**src/rtl/frame_fill_engine.sv**
```systemverilog
// Rectangle-fill engine: one framebuffer write per cycle, row-major, address {y, x}.
// Optional FILL_CLIP_EN clamps fills to the visible rows (0..V_PIXELS-1).
module frame_fill_engine #(
   parameter int unsigned H_PIXELS = 1024,
   parameter int unsigned V_PIXELS = 768
) (
   input  logic        clk,
   input  logic        rst,
   input  logic        cmd_valid,
   output logic        cmd_ready,
   input  logic [9:0]  cmd_x0,
   input  logic [9:0]  cmd_x1,
   input  logic [9:0]  cmd_y0,
   input  logic [9:0]  cmd_y1,
   input  logic        cmd_color,
   output logic        fb_we,
   output logic [19:0] fb_addr,
   output logic        fb_din,
   output logic        busy,
   output logic        done
);

   localparam int unsigned X_W = $clog2(H_PIXELS);
   localparam int unsigned Y_W = $clog2(V_PIXELS);
`ifdef FILL_CLIP_EN
   localparam logic [Y_W-1:0] Y_LAST = Y_W'(V_PIXELS - 1);
`endif

   typedef enum logic {IDLE, FILL} state_e;

   state_e         state_q, state_d;
   logic [X_W-1:0] x_q, x_d, x_lo_q, x_lo_d, x_hi_q, x_hi_d;
   logic [Y_W-1:0] y_q, y_d, y_hi_q, y_hi_d;
   logic           fb_we_q, fb_we_d, fb_din_q, fb_din_d, done_q, done_d;
   logic [X_W-1:0] cx_lo, cx_hi;
   logic [Y_W-1:0] cy_lo, cy_hi;

   // Corner normalization, only consumed on the accept edge
   always_comb begin
      cx_lo = (cmd_x0 < cmd_x1) ? cmd_x0 : cmd_x1;
      cx_hi = (cmd_x0 < cmd_x1) ? cmd_x1 : cmd_x0;
      cy_lo = (cmd_y0 < cmd_y1) ? cmd_y0 : cmd_y1;
      cy_hi = (cmd_y0 < cmd_y1) ? cmd_y1 : cmd_y0;
`ifdef FILL_CLIP_EN
      if (cy_hi > Y_LAST) begin
         cy_hi = Y_LAST;
      end
`endif
   end

   always_comb begin
      state_d  = state_q;
      x_d      = x_q;
      y_d      = y_q;
      x_lo_d   = x_lo_q;
      x_hi_d   = x_hi_q;
      y_hi_d   = y_hi_q;
      fb_we_d  = fb_we_q;
      fb_din_d = fb_din_q;
      done_d   = 1'b0;
      case (state_q)
         IDLE: begin
            if (cmd_valid) begin
               x_lo_d   = cx_lo;
               x_hi_d   = cx_hi;
               y_hi_d   = cy_hi;
               x_d      = cx_lo;
               y_d      = cy_lo;
               fb_din_d = cmd_color;
`ifdef FILL_CLIP_EN
               // Entirely below the visible area: accepted, zero writes
               if (cy_lo > Y_LAST) begin
                  done_d = 1'b1;
               end else begin
                  fb_we_d = 1'b1;
                  state_d = FILL;
               end
`else
               fb_we_d = 1'b1;
               state_d = FILL;
`endif
            end
         end
         FILL: begin
            if ((x_q == x_hi_q) && (y_q == y_hi_q)) begin
               fb_we_d = 1'b0;
               done_d  = 1'b1;
               state_d = IDLE;
            end else if (x_q == x_hi_q) begin
               x_d = x_lo_q;
               y_d = y_q + Y_W'(1);
            end else begin
               x_d = x_q + X_W'(1);
            end
         end
         default: state_d = IDLE;
      endcase
   end

   always_ff @(posedge clk or posedge rst) begin
      if (rst) begin
         state_q  <= IDLE;
         x_q      <= '0;
         y_q      <= '0;
         x_lo_q   <= '0;
         x_hi_q   <= '0;
         y_hi_q   <= '0;
         fb_we_q  <= 1'b0;
         fb_din_q <= 1'b0;
         done_q   <= 1'b0;
      end else begin
         state_q  <= state_d;
         x_q      <= x_d;
         y_q      <= y_d;
         x_lo_q   <= x_lo_d;
         x_hi_q   <= x_hi_d;
         y_hi_q   <= y_hi_d;
         fb_we_q  <= fb_we_d;
         fb_din_q <= fb_din_d;
         done_q   <= done_d;
      end
   end

   assign cmd_ready = (state_q == IDLE);
   assign busy      = (state_q != IDLE);
   assign fb_we     = fb_we_q;
   assign fb_addr   = {y_q, x_q};
   assign fb_din    = fb_din_q;
   assign done      = done_q;

endmodule

```
**config.mk**
```make
export PLATFORM = sky130hd
export DESIGN_NAME = frame_fill_engine
export DESIGN_NICKNAME = d
export VERILOG_FILES = /design/src/rtl/frame_fill_engine.sv
export SDC_FILE = /design/constraint.sdc
export NUM_CORES = 1
export LEC_CHECK = 0
export CAP_MARGIN = 30
export CORE_MARGIN = 2
export CORE_UTILIZATION = 45
export DETAILED_ROUTE_END_ITERATION = 12
export PLACE_DENSITY = 0.77
export SETUP_SLACK_MARGIN = 0.3
export SYNTH_ARGS = -nofsm -noshare
export SYNTH_HDL_FRONTEND = slang
export SYNTH_SLANG_ARGS = --single-unit
```
**constraint.sdc**
```tcl
create_clock -name clk -period 2 [get_ports clk]
set_input_delay 0.2 -clock clk [delete_from_list [all_inputs] [get_ports clk]]
set_output_delay 0.2 -clock clk [all_outputs]
set_load 0.03 [all_outputs]
```
* After elaboration in Yosys (flattened, before gate mapping)
Cells that the tools add are included.
** Operators by class
- Eq/ne operators :: 6
- Order comparisons :: 2
- Multiplexer cells :: 20
- Add/subtract/negate cells :: 2
- Reductions and logical operators :: 5
- Bitwise logic cells :: 1
** Operators with widths (number)
- $mux W10 :: 10
- $pmux W10 S2 :: 2
- $add A10 B1 Y10 const B :: 2
- $eq A10 B10 Y1 :: 2
- $lt A10 B10 Y1 :: 2
- $mux W1 :: 6
- $reduce_and A2 Y1 :: 3
- $ne A2 B1 Y1 const B :: 2
- $ne A2 B2 Y1 const B :: 2
- $pmux W1 S2 :: 2
- $reduce_and A3 Y1 :: 1
- $logic_and A1 B1 Y1 :: 1
- $not A1 Y1 :: 1
** Word-level totals
- Bits of input ports :: 44
- Word-level logic and storage cells :: 45
- Register bits :: 54
- Output and inout port bits :: 25

* Longest topological paths before layout
Gate-level depths: netlist of run 1.
- Depth after elaboration :: 4
- Mapped depth :: 10
- Mapped depth without buffers :: 8

* Worst setup path before layout of run 1
Ideal clock, no wire load.
- Path type :: flip-flop to flip-flop
- Start :: reg x_q[5]
- End :: reg y_q[0]
- Arrival :: 2.070 ns
- Setup time :: 0.125 ns
- Setup slack :: -0.194 ns
- Stages on the path, launching flop included :: 9
- Cells stage by stage :: dfrtp_1 -> buf_4 -> xnor2_2 -> nand2_1 -> or3_1 -> buf_6 -> buf_6 -> a21oi_1 -> mux2_2
** Between the ends
- Word-level cells in the longest chain between the ends :: 4
- Elaborated cells on any way between the ends :: 5
** Ends and longest elaborated chain
- from (decl) :: RTL line 32 : logic [X_W-1:0] x_q, x_d, x_lo_q, x_lo_d, x_hi_q, x_hi_d;
- from (signal assigned) :: RTL line 103 : x_q <= '0;
- from (signal assigned) :: RTL line 113 : x_q <= x_d;
- $eq A10 B10 Y1 * :: RTL line 85, 89
- $logic_and A1 B1 Y1 :: RTL line 85 : if ((x_q == x_hi_q) && (y_q == y_hi_q)) begin
- $ne A2 B2 Y1 (no source line)
- $reduce_and A3 Y1 (no source line) *
- to (signal assigned) :: RTL line 114 : y_q <= y_d;
- to (decl) :: RTL line 33 : logic [Y_W-1:0] y_q, y_d, y_hi_q, y_hi_d;
Mark *: on every way between the ends. The rest lies on a longest branch, timed or not.
A chain may end at the register's enable or synchronous reset.

* Worst setup path after layout of run 1
- Start :: reg x_q[2]
- End :: reg x_q[4]
** Between the ends
- Word-level cells in the longest chain between the ends :: 4
- Elaborated cells on any way between the ends :: 8
** Ends and longest elaborated chain (RTL line)
- $add A10 B1 Y10 or $eq A10 B10 Y1 (tied branches) :: 93, 85, 89
- $mux W10 or $logic_and A1 B1 Y1 (tied branches) :: 89, 85
- $mux W10 or $ne A2 B2 Y1 (tied branches)
- $pmux W10 S2 or $reduce_and A2 Y1 (tied branches)
Several ways; a longest one is shown, not always the timed one. The select of a mux whose other input is x is not followed.

==> impl_metrics.json, run 1 <==
{
  "status": "complete, but fails checks",
  "failed_checks": "setup timing",
  "syn_avg_cell_area_um2": 8.69,
  "grt_use_met1_pct": 35.7,
  "hold_class": "primary input to async pin",
  "yosysTopAreaCellShare_pct": 35.4,
  "top_usage_layer": "met2",
  "cts_root_buffer": "clkbuf_8",
  "die-area_um2": 9250,
  "grt_max_degree": 47,
  "max-cap-violations": 0,
  "core_area_um2": 8220,
  "synth_mux_area_share_pct": 11.6,
  "period_minus_slack_ps": 2130,
  "fin_worst_skew_ps": 8.21,
  "synthTopCellsByArea": "dfrtp_1, mux2i_1, ha_1",
  "diodes": 0,
  "synthSimpleGateAreaFrac_pct": 15.9,
  "synth_top_family_by_area": "compound AO/OA/AOI/OAI gates",
  "routed_wirelength_um": 14600,
  "slew-limit-headroom_pct": 73.2,
  "grt_pass1_wl_um": 19800,
  "port_buffers": 68,
  "dr.pass1.iters": 5,
  "synth-xor-area-share_pct": 6.61,
  "total_power_mw": 5.39,
  "synthCells": 440,
  "syn-cell-area_um2": 3820,
  "viasPerCell": 6.15,
  "cts-hold-fix-buffers": 0,
  "start_util_pct": 46.5,
  "antenna_found_initial": 0,
  "numClockSinks": 54,
  "syn-num-nets": 504,
  "cts_tree": "yes",
  "gp_congestion": 0.889,
  "die_y_um": 96.2,
  "clkLatencyLatePin_ps": 310,
  "drc": 0,
  "use_met2_pct": 48.8,
  "met3_usage_pct": 2.66,
  "synth-compound-area-share_pct": 18.0,
  "critPathMaxFanout": 9,
  "track_usage_pct": 27.7,
  "hold_viol_final": 0,
  "fin_area_um2": 6260,
  "critPathRequiredTime_ps": 2180,
  "min_period_over_period_pct": 106,
  "ios": 69,
  "drtAntennaViolNets": 0,
  "ys_async_sr_fraction_pct": 100,
  "finalSetupViolCount": 17,
  "synth_cell_types": 47,
  "cts_buffers": 5,
  "setup.worst_path.class": "register to register",
  "grt-ovfl-total": 0,
  "drive_gt1_share_pct": 43.9,
  "fin_ws_ps": -128,
  "vias": 4397,
  "timing.hold.ws_ps": 74.4,
  "ys_warn_count": 0,
  "power_per_cell_area_nw_per_um2": 861,
  "wl_per_cell_um": 20.4,
  "ys_ff_latch": 54,
  "first_iter_violations": 443,
  "synth-edff-count": 0,
  "startpoint_type": "register",
  "irDropWorstVdd_v": 0.000533,
  "grt_pass1_vias": 4135,
  "clock.fmax_ghz": 0.470,
  "leakagePower_nw": 3.02,
  "h-tree-depth": 2,
  "synth_adder_area_share_pct": 6.55,
  "nNetsFinal": 673,
  "tightest_slew_ps": 401,
  "ys_seq_area_share_pct": 35.4,
  "area_growth_pct": 63.8,
  "synth_area_leader_cell": "dfrtp_1",
  "end_kind": "register",
  "rsz0062_at_grt": "yes",
  "synth_top_flop_cell": "dfrtp_1",
  "placed_area_um2": 5380,
  "dp_hpwl_um": 8330,
  "clkSlewWorstSetupHoldPaths_ps": 100,
  "num_rows": 33,
  "arrival_ps": 2310,
  "drv_slew": 0,
  "die_w_um": 96.2,
  "cts_max_path_buffers": 2
}
## layout make-up
cell class / count / area [um2]
multi-input cells: 338 / 2870
fillers: 492 / 1960
repair buffers: 183 / 1660
flip-flops and latches: 54 / 1370
well taps: 105 / 131
inverters: 25 / 111
clock buffers: 6 / 72.6
clock inverters: 2 / 37.5
repair inverters: 2 / 12.5
## worst paths after layout
| check | to | start | cells after the start | slack, ps |
|---|---|---|---|---|
| setup / recovery | x_q[4]$_DFFE_PP0P_ | x_q[2]$_DFFE_PP0P_ | 8 | -130 |
| hold / removal | fb_din$_DFFE_PP0P_ | rst | 2 | 70 |
| setup reg to reg | x_q[4]$_DFFE_PP0P_ | x_q[2]$_DFFE_PP0P_ | 8 | -130 |
| hold reg to reg | fb_din$_DFFE_PP0P_ | fb_din$_DFFE_PP0P_ | 2 | 490 |
| max in group asynchronous | y_q[3]$_DFFE_PP0P_ | rst | 3 | 1490 |
| min in group clk | y_hi_q[9]$_DFFE_PP0P_ | cmd_y1[9] | 3 | 200 |
## registers in the layout, indices dropped and copies added (netlist names), 10 cells and up
register  count
x_hi_q       10
x_lo_q       10
x_q          10
y_hi_q       10
y_q          10
## routing by layer
metal	routed length (um)	part of all wire, %
met4	571	3.9
met2	7370	51
met3	1110	7.6
met5	0	0
met1	5520	38
## synth_stat cells (4+ instances only)
master and instances:
dfrtp_1 54, and3_1 7, ha_1 20, nand2_1 61, mux2i_1 42, clkbuf_1 12, xnor2_1 25, a21oi_1 36
nand4_1 9, buf_6 4, nor2_1 18, nand3_1 11, a31oi_1 5, a211oi_1 5, o211ai_1 6, o21ai_0 43
nor2b_1 5, nand2b_1 4, inv_1 24, nor3_1 6
## critical path, stage by stage, from the launching register on
cell and delay (ps):
dfrtp_2 450, xnor2_2 190, nand4_1 160, or3_4 490, o21ai_4 220, buf_4 170, inv_4 70, nor2_2 150
a31oi_1 80
## what timing repair did
item / in CTS / in global routing
buffers inserted: 14 / 3
pin swaps: 44 / 34
hold endpoints to repair: 0 / 0
gates cloned: 5 / 2
setup endpoints to repair: 61 / 62
gates resized for setup: 150 / 103
## cell usage in the layout, fill, tap and decap left out, types with 7 or more instances in the layout
cell type / count
ha_4: 15
inv_2: 15
o21ai_0: 11
o21ai_1: 25
dlygate4sd2_1: 18
xnor2_1: 16
nand3_1: 9
nor2_1: 16
buf_4: 91
xnor2_2: 10
nand2_1: 56
a21oi_1: 18
buf_2: 9
mux2i_1: 37
clkbuf_2: 11
clkdlybuf4s15_1: 7
buf_6: 13
a21oi_2: 15
dfrtp_1: 37
dlymetal6s2s_1: 17
dfrtp_2: 17
inv_1: 8
nand4_1: 9
## cell families (layout without fill, tap and decap cells)
| group | after synthesis | after routing |
|---|---|---|
| muxes | 44 | 44 |
| AOI/OAI and AO/OA | 114 | 114 |
| DFF | 54 | 54 |
| buffers and inverters | 49 | 218 |
| and+or+nand+nor | 131 | 132 |
| xor gates and xnor gates | 28 | 28 |
| adders and majority gates | 20 | 20 |
## per-stage QoR
step | instances | setup WS, ps | TNS (ps) | utilization, %
floorplan | 440 | -44.9 | -71.0 | -
global placement | 683 | -494 | -19790 | 65.5
detailed placement | 683 | -572 | -23310 | 65.5
CTS | 710 | 11.2 | 0 | 72.8
global route | 715 | -151 | -1790 | 76.2
finish | 715 | -128 | -979 | 76.2
## power by group
| group | internal, mW | switching (mW) | leakage [nW] | total (mW) |
|---|---|---|---|---|
| logic | 1.43 | 1.61 | 2.33 | 3.04 |
| clock network | 0.374 | 0.379 | 0.0514 | 0.754 |
| registers | 1.37 | 0.229 | 0.639 | 1.60 |
No activity file was read; power rests on OpenSTA's default activity.
==> run 2: changes to the inputs <==
Settings changed: CORE_MARGIN 2 to not set, CORE_UTILIZATION 45 to 48, PLACE_DENSITY 0.77 to 0.81.
==> run 2 against run 1 <==
  * The run still ends with setup timing left
  * Worst hold slack better by 64 ps
  * Largest cell class unchanged
  * Count of clock-buffer cells in the layout fell by 1
  * Via count up 13%
  * Sequential power grew 2%
  * Combinational power is 15% higher
  * Fmax is 7.7% lower
  * Sequential share of layout area shrank 1.2 points
  * Routed wire length increased by 33%
  * Global-route usage is 8.6 points higher
  * Register-to-register slack got worse by 180 ps
==> impl_metrics.json, run 2 (synthesis gave the netlist of run 1 again) <==
{
  "arrival_ps": 2510,
  "finalSetupViolCount": 21,
  "diodes": 0,
  "track_usage_pct": 36.3,
  "num_rows": 32,
  "final_cell_mix": "buf_4, nand2_1, dfrtp_1, mux2i_1, buf_6",
  "ios": 69,
  "slew-limit-headroom_pct": 59.7,
  "stdcell_count": 723,
  "die-area_um2": 8320,
  "max-cap-violations": 0,
  "leakagePower_nw": 3.10,
  "grt_pass1_wl_um": 23400,
  "power_per_cell_area_nw_per_um2": 907,
  "min_path_cells": 3,
  "numClockSinks": 54,
  "grt_max_degree": 51,
  "die_y_um": 91.2,
  "post-place-cells": 679,
  "gp_congestion": 0.891,
  "wl_met2_um": 8540,
  "fin_worst_skew_ps": 22.6,
  "drive_gt1_share_pct": 50.2,
  "startpoint_type": "register",
  "failed_checks": "setup timing",
  "cts_tree": "yes",
  "clock.fmax_ghz": 0.434,
  "fin_ws_ps": -305,
  "critPathMaxFanout": 5,
  "critPathRequiredTime_ps": 2210,
  "grt-ovfl-total": 0,
  "dp_hpwl_um": 8600,
  "routed_wirelength_um": 19300,
  "port_buffers": 68,
  "period_minus_slack_ps": 2310,
  "wl_per_cell_um": 26.7,
  "ff2ff_setup_slack_ps": -310,
  "antenna_found_initial": 0,
  "tightest_slew_ps": 604,
  "hold_viol_final": 0,
  "cts_buffers": 5,
  "wl_met3_um": 2430,
  "irDropWorstVdd_v": 0.000710,
  "clkSlewWorstSetupHoldPaths_ps": 130,
  "core_area_um2": 7730,
  "drv_slew": 0,
  "hold_class": "primary input to register",
  "drc": 0,
  "rsz0062_at_grt": "yes",
  "routed.top_layer": "met4",
  "clkLatencyLatePin_ps": 340,
  "first_iter_violations": 621,
  "dr.pass1.iters": 7,
  "setup.worst_path.class": "register to register",
  "die_w_um": 91.2,
  "start_util_pct": 49.5,
  "vias": 4972,
  "total_power_mw": 6.00,
  "cts_root_buffer": "clkbuf_8",
  "status": "complete, but fails checks",
  "holdCritStartpoint": "cmd_y1[9]",
  "final_common_cell": "buf_4",
  "min_period_over_period_pct": 115,
  "r2r-end": "x_q[1]$_DFFE_PP0P_",
  "cts-hold-fix-buffers": 0,
  "rr_worst_depth": 8,
  "grt_pass1_vias": 4648,
  "hold_path_end": "y_hi_q[9]$_DFFE_PP0P_",
  "timing.rr.start": "x_hi_q[9]$_DFFE_PP0P_",
  "end_kind": "register",
  "cts_max_path_buffers": 2,
  "area_growth_pct": 73.2,
  "met1_length_um": 6440,
  "viasPerCell": 6.88,
  "drtAntennaViolNets": 0,
  "h-tree-depth": 2,
  "nNetsFinal": 684
}
==> run 2: timing repair <==
action,4_1_cts,5_1_grt
setup buffers,11,18
gates cloned,4,3
pin swaps,42,54
resized for setup,177,156
setup endpoints to repair,65,61
==> run 2: routing by layer <==
metal	track usage, %	up-vias
met4	23.3	0
met1	42.4	2285
met3	7.20	216
li1	-	1928
met5	0	-
met2	60.8	543
==> run 2: where the power goes <==
group	leakage (nW)	switching, mW	internal (mW)
sequential	0.639	0.275	1.37
clock	0.0591	0.467	0.384
combinational	2.40	1.94	1.57
==> run 2: worst max-delay path by stage <==
stage	start	end	slack [ps]	cells after the start
after global placement	cmd_x1[3]	x_q[9]$_DFFE_PP0P_	-470	9
after floorplan	x_q[6]$_DFFE_PP0P_	x_q[6]$_DFFE_PP0P_	-40	8
after global routing	x_hi_q[9]$_DFFE_PP0P_	x_q[1]$_DFFE_PP0P_	-400	8
after CTS	x_q[2]$_DFFE_PP0P_	x_q[3]$_DFFE_PP0P_	20	7
after detailed placement	cmd_x1[3]	x_lo_q[9]$_DFFE_PP0P_	-620	9
final	x_hi_q[9]$_DFFE_PP0P_	x_q[1]$_DFFE_PP0P_	-310	8
==> run 2: cell type report <==
cell class,instances,area [um2]
multi-input cells,338,3060
repair buffers,194,1810
flip-flops and latches,54,1370
fillers,339,1110
well taps,102,128
inverters,25,116
clock buffers,5,68.8
clock inverters,3,47.5
repair inverters,2,16.3
==> run 2: stage by stage <==
step / setup WS, ps / hold WS [ps] / util (%) / cell area [um2] / TNS (ps)
after floorplan: -44.9 / 305 / - / 3960 / -71.0
after global placement: -468 / 459 / 69.5 / 5370 / -19570
after detailed placement: -623 / 475 / 69.5 / 5370 / -26120
after CTS: 23.2 / 214 / 77.9 / 6020 / 0
after global routing: -396 / 160 / 85.7 / 6620 / -6370
final: -305 / 138 / 85.7 / 6620 / -4250
==> run 2: worst max-delay path: stages (launching register included) <==
cell and delay, ps:
dfrtp_1 450, xnor2_1 270, nand4_1 240, or3_4 450
o21ai_4 200, buf_6 150, buf_6 150, a21oi_2 50
a22o_1 200
